--- src/rtl/topk_tracker_if.sv ---
// Bus bundle for topk_tracker: sample stream, flush, rank select and readback.
// The master side (producer/reader) drives flush, din_valid, din and sel; the
// slave side (the tracker) returns dout, count and full.
interface topk_tracker_if #(
    parameter int DATA_WIDTH = 32,
    parameter int K          = 4
);
    localparam int SEL_W = ($clog2(K) > 1) ? $clog2(K) : 1;
    localparam int CNT_W = $clog2(K + 1);

    logic                  flush;
    logic                  din_valid;
    logic [DATA_WIDTH-1:0] din;
    logic [SEL_W-1:0]      sel;
    logic [DATA_WIDTH-1:0] dout;
    logic [CNT_W-1:0]      count;
    logic                  full;

    modport master (
        output flush, din_valid, din, sel,
        input  dout, count, full
    );

    modport slave (
        input  flush, din_valid, din, sel,
        output dout, count, full
    );
endinterface

--- src/rtl/topk_tracker.sv ---
// topk_tracker: keeps the K largest unsigned samples seen since reset/flush as a
// sorted (non-increasing) register array, readable by rank through sel.
// Optional macro TOPK_DISTINCT_EN: when defined, a sample equal to any valid
// entry is dropped so the ranks hold distinct values.
module topk_tracker #(
    parameter int DATA_WIDTH = 32,
    parameter int K          = 4
) (
    input  logic           clk,
    input  logic           resetn,
    topk_tracker_if.slave  bus
);
    localparam int SEL_W = ($clog2(K) > 1) ? $clog2(K) : 1;
    localparam int CNT_W = $clog2(K + 1);

    logic [DATA_WIDTH-1:0] r_top [K];
    logic [CNT_W-1:0]      r_count;

    // w_valid: slot holds a real sample. w_gt: din belongs at or above this slot
    // (invalid slots act as minus infinity). Because the array is sorted, w_gt is
    // 0..0 then 1..1, so the first set bit is the insert position.
    logic [K-1:0]          w_valid;
    logic [K-1:0]          w_gt;
    logic [K-1:0]          w_hit;
    logic [DATA_WIDTH-1:0] w_top_ins [K];
    logic [DATA_WIDTH-1:0] w_dout;
    logic                  w_dup;
    logic                  w_insert;

    genvar gi;
    generate
        for (gi = 0; gi < K; gi++) begin : g_slot
            assign w_valid[gi] = (CNT_W'(gi) < r_count);
            // Strict greater-than: an equal value lands below the existing entry.
            assign w_gt[gi]    = !w_valid[gi] || (bus.din > r_top[gi]);
            assign w_hit[gi]   = w_valid[gi] && (bus.sel == SEL_W'(gi));
            if (gi == 0) begin : g_first
                assign w_top_ins[gi] = w_gt[gi] ? bus.din : r_top[gi];
            end else begin : g_rest
                // Slot at the insert position takes din; slots below it take
                // their upper neighbour (shift down by one).
                assign w_top_ins[gi] = !w_gt[gi]     ? r_top[gi]
                                     : w_gt[gi-1]    ? r_top[gi-1]
                                     :                 bus.din;
            end
        end
    endgenerate

`ifdef TOPK_DISTINCT_EN
    logic [K-1:0] w_eq;
    generate
        for (gi = 0; gi < K; gi++) begin : g_eq
            assign w_eq[gi] = w_valid[gi] && (bus.din == r_top[gi]);
        end
    endgenerate
    assign w_dup = |w_eq;
`else
    assign w_dup = 1'b0;
`endif

    // If the lowest slot is not displaced, no slot is, so nothing is inserted.
    assign w_insert = bus.din_valid && w_gt[K-1] && !w_dup;

    // State update: reset beats flush beats insert; flush with valid seeds one entry.
    always_ff @(posedge clk) begin
        if (!resetn) begin
            for (int i = 0; i < K; i++) r_top[i] <= '0;
            r_count <= '0;
        end else if (bus.flush) begin
            for (int i = 0; i < K; i++) r_top[i] <= '0;
            if (bus.din_valid) begin
                r_top[0] <= bus.din;
                r_count  <= CNT_W'(1);
            end else begin
                r_count  <= '0;
            end
        end else if (w_insert) begin
            for (int i = 0; i < K; i++) r_top[i] <= w_top_ins[i];
            if (r_count != CNT_W'(K)) r_count <= r_count + CNT_W'(1);
        end
    end

    // Rank readback: combinational mux on sel; unselected or invalid ranks read 0.
    always_comb begin
        w_dout = '0;
        for (int i = 0; i < K; i++) begin
            if (w_hit[i]) w_dout = r_top[i];
        end
    end

    assign bus.dout  = w_dout;
    assign bus.count = r_count;
    assign bus.full  = (r_count == CNT_W'(K));

endmodule

--- src/flat_wrapper.sv ---
// flat-port wrapper written by rule: the top's interface ports become plain ports
module topk_tracker_flat 
#(
    parameter int DATA_WIDTH = 32,
    parameter int K          = 4
)
  (clk, resetn, bus_flush, bus_din_valid, bus_din, bus_sel, bus_dout, bus_count, bus_full);
  topk_tracker_if #(.DATA_WIDTH(DATA_WIDTH), .K(K)) bus_i ();
  input  logic clk;
  input  logic resetn;
  input wire logic [$bits(bus_i.flush)-1:0] bus_flush;
  input wire logic [$bits(bus_i.din_valid)-1:0] bus_din_valid;
  input wire logic [$bits(bus_i.din)-1:0] bus_din;
  input wire logic [$bits(bus_i.sel)-1:0] bus_sel;
  output wire logic [$bits(bus_i.dout)-1:0] bus_dout;
  output wire logic [$bits(bus_i.count)-1:0] bus_count;
  output wire logic [$bits(bus_i.full)-1:0] bus_full;
  assign bus_i.flush = bus_flush;
  assign bus_i.din_valid = bus_din_valid;
  assign bus_i.din = bus_din;
  assign bus_i.sel = bus_sel;
  assign bus_dout = bus_i.dout;
  assign bus_count = bus_i.count;
  assign bus_full = bus_i.full;
  topk_tracker #(.DATA_WIDTH(DATA_WIDTH), .K(K)) u_core (.clk(clk), .resetn(resetn), .bus(bus_i));
endmodule
--- config.mk ---
export PLATFORM = sky130hd
export DESIGN_NAME = topk_tracker_flat
export DESIGN_NICKNAME = d
export VERILOG_FILES = /design/src/rtl/topk_tracker_if.sv /design/src/rtl/topk_tracker.sv /design/src/flat_wrapper.sv
export SDC_FILE = /design/constraint.sdc
export NUM_CORES = 1
export LEC_CHECK = 0
export ABC_AREA = 1
export CORE_AREA = 5 5 136 138
export DETAILED_ROUTE_END_ITERATION = 8
export DIE_AREA = 0 0 141 143
export PLACE_DENSITY = 0.77
export SLEW_MARGIN = 15
export SYNTH_ARGS = -nofsm -noshare
export SYNTH_HDL_FRONTEND = slang
export SYNTH_SLANG_ARGS = --single-unit
--- constraint.sdc ---
create_clock -name clk -period 5.1 [get_ports clk]
set_input_delay 1.02 -clock clk [delete_from_list [all_inputs] [get_ports clk]]
set_output_delay 1.02 -clock clk [all_outputs]
set_load 0.05 [all_outputs]
==> run_results.csv <==
group,metric,value,unit
power_and_ir_drop,leakagePower,0.00531,uW
sta,fin_setup_tns,0,ns
cells_and_area,area_growth,14.8,%
route,drc,0,
clock_tree,worstSkewPairLatency,0.43,ns
cells_and_area,multi_input_comb_area,0.00538,sq mm
power_and_ir_drop,ir_drop,0.259,mV
global_routing,grt.busiest_layer,"met2",
clock_tree,hold_buffers,0,
sta,slew_headroom,57.5,%
setup_path,setup.reg_to_reg.worst_slack,2.04,ns
route,ant_nets,0,
synthesis,synth_area_leader_cell,"edfxtp_1",
setup_path,critPathCaptureType,"flip-flop",
route,drt-initial-drc-count,998,
placed_design,dp.cells,1629,
cells_and_area,final_cells,1661,
global_routing,grt_pass1_vias,9382,
clock_tree,cts_max_path_buffers,2,
global_routing,antenna_found_initial,0,
setup_path,cp.required,5.42,ns
global_routing,grt_pass1_wl,47.6,mm
clock_tree,cts_made_buffers,17,
synthesis,yosysSeqAreaShare,35.8,%
setup_path,crit_type,"input port to flip-flop",
synthesis,synth_top_area_share,28.8,%
synthesis,synth_area_leaders,"edfxtp_1, ha_1, nand2_1, a21oi_1, inv_1",
synthesis,synth_cell_types,32,
global_routing,groute.usage.overall,29.8,%
hold_path,hp-start,"u_core.r_top[2][17]$_SDFFE_PP0P_",
synthesis,syn_area,0.0100,sq mm
sta,setup_viol,0,
sta,finalCritPeriodShare,76.2,%
sta,finClkSkew,0.0102,ns
setup_path,cp-start-kind,"input port",
synthesis,synth_area_per_cell,7.36,sq um
sta,finalMaxSlewViolations,0,
synthesis,synth_seq_cells,131,
setup_path,regToRegStartpoint,"u_core.r_top[3][31]$_SDFFCE_PP0P_",
synthesis,syn_nets,1529,
power_and_ir_drop,p_per_area,278,mW/mm^2
cells_and_area,seq_area,0.00358,sq mm
clock_tree,root_buffer,"clkbuf_16",
cells_and_area,antenna_cells,0,
die,die_w,141,um
hold_path,hold_class,"flip-flop to flip-flop",
route,wl_per_cell,17.8,um
placed_design,dpl.hpwl,20.4,mm
clock_tree,cts_tree,"done",
hold_path,holdPathEnd,"u_core.r_top[2][17]$_SDFFE_PP0P_",
clock_tree,cts_resized,0,
clock_tree,cts_sinks,131,
sta,rsz0062_at_grt,"no",
sta,fin_crit,3.88,ns
global_routing,grt_use_met2,50.9,%
sta,fmax,0.257,GHz
setup_path,arrival,4.20,ns
placed_design,numPortBuffers,73,
global_routing,grt_start_max_net_pins,47,
clock_tree,postCtsSetupBuffers,0,
global_routing,met1_usage,37.2,%
placed_design,place_congestion,0.912,
job,cap_violations,0,
route,drt_pre_antenna_iters,6,
setup_path,crit_path_max_fanout,46,
synthesis,synth_warnings,0,
sta,tightest_slew,0.637,ns
clock_tree,path_clk_slew,0.06,ns
global_routing,met3_usage,4.82,%
global_routing,grt_remaining_overflow,0,
cells_and_area,nFillCells,1481,
route,dr_total_vias,9594,
die,start_util,58.7,%
clock_tree,cts_max_level,4,
cells_and_area,num-nets-final,1591,
setup_path,rr_worst_depth,15,
synthesis,synth_cells,1361,
setup_path,r2r-end,"u_core.r_top[2][6]$_SDFFE_PP0P_",
die,ios,74,
die,die-area,0.0202,sq mm
cells_and_area,drive_gt1_share,7.31,%
route,vias_per_cell,5.78,
sta,finalHoldViolCount,0,
hold_path,hold_depth,2,
route,drt-total-wl,29.6,mm
die,fp.dieH,143,um
status,status,"finished, final reports clean",
die,coreArea,0.0171,sq mm
die,std_cell_rows,48,
==> layout make-up <==
class                      count  area share [%]
clock inverter                13            1.37
tap                          225            2.45
inverter                     211            6.89
sequential                   131            31.2
timing repair buffer          97            7.34
clock buffer                  19            3.94
multi-input combinational    965            46.8
==> stage by stage <==
stage | util, % | worst slack, ns | power [uW] | hold WS [ns] | area [sq um]
floorplan | - | 1.06 | 1690 | 0.457 | 10000
global placement | 63.8 | 0.928 | 1900 | 0.494 | 10900
detailed placement | 63.8 | 0.874 | 1910 | 0.499 | 10900
CTS | 67.4 | 1.28 | 3190 | 0.512 | 11500
global route | 67.4 | 1.04 | 3330 | 0.519 | 11500
finish | 67.4 | 1.22 | 3200 | 0.511 | 11500
==> state kept, by name (all words and copies together) (netlist names) <==
register          cells
u_core.bus.count      3
u_core.r_top        128
==> cell usage after synthesis <==
master	instances
nand2_1	348
clkbuf_1	26
a21boi_1	1
a21oi_1	163
ha_1	130
o21ai_1	13
o21ai_0	64
inv_1	207
nor2_2	1
o22ai_1	32
nor2_1	100
a21o_1	1
nand4_2	1
inv_2	4
o211ai_1	1
o21a_1	8
a21oi_2	1
nand3_1	76
buf_4	5
buf_2	21
nor4_1	1
nand2_2	3
o21bai_1	2
nand3_2	2
nor3_2	2
buf_6	2
nand2_4	1
nor3_1	5
o221ai_1	1
dfxtp_1	35
nand4_1	8
edfxtp_1	96
==> worst max-delay path: stages <==
cell             delay, ns
clkdlybuf4s50_1       0.55
ha_1                  0.38
nand2_1               0.07
nor2_1                0.21
nand2_1               0.16
nor3_2                0.20
nand2_1               0.08
nand2_1               0.06
nand2_1               0.07
nand2_2               0.10
nand3_2               0.16
nand2_4               0.44
nand2_1               0.42
nor2_1                0.20
nor2_1                0.05
==> worst max-delay path by stage <==
stage,startpoint,to,depth (start not counted)
2_1_floorplan,bus_din[23],u_core.r_top[1][0]$_SDFFCE_PN0P_,12
3_3_place_gp,bus_din[15],u_core.r_top[2][3]$_SDFFE_PP0P_,17
3_5_place_dp,bus_din[31],u_core.r_top[2][3]$_SDFFE_PP0P_,15
4_1_cts,bus_din[31],u_core.r_top[2][6]$_SDFFE_PP0P_,15
5_1_grt,bus_din[31],u_core.r_top[2][4]$_SDFFE_PP0P_,15
6_report,bus_din[31],u_core.r_top[2][6]$_SDFFE_PP0P_,15
==> report_power, final <==
| group | leakage (uW) | total, uW | switching (uW) | internal [uW] |
|---|---|---|---|---|
| registers | 0.00140 | 1260 | 50.7 | 1210 |
| logic | 0.00362 | 645 | 425 | 220 |
| clock network | 0.000291 | 1290 | 500 | 792 |
==> kinds of logic after synthesis <==
group	share of synthesized area, %
fa+ha+maj	16.2
simple gates	22.3
flops	35.8
compound gates	15.1
buf+inv	10.5
==> cell usage in the layout, fill, tap and decap left out, types with 3 or more instances in the layout <==
cell type / n
a21oi_1: 163
nand4_1: 8
clkbuf_16: 17
inv_2: 4
clkinv_2: 4
o21ai_1: 13
nand3_1: 76
o21a_1: 8
nor3_1: 4
o21ai_0: 64
ha_1: 130
inv_1: 207
nand2_1: 348
clkinvlp_4: 4
bufinv_16: 3
clkdlybuf4s50_1: 41
nand2_2: 3
nor2_1: 99
edfxtp_1: 96
o22ai_1: 32
nor3_2: 3
buf_4: 55
dfxtp_1: 35
==> metal layers <==
metal	share of wire (%)	wire, um
met3	8.3	2470
met1	40	11800
met2	48	14300
met5	0	0
met4	3.5	1040
Note: power is estimated with default switching activity, not from simulation.
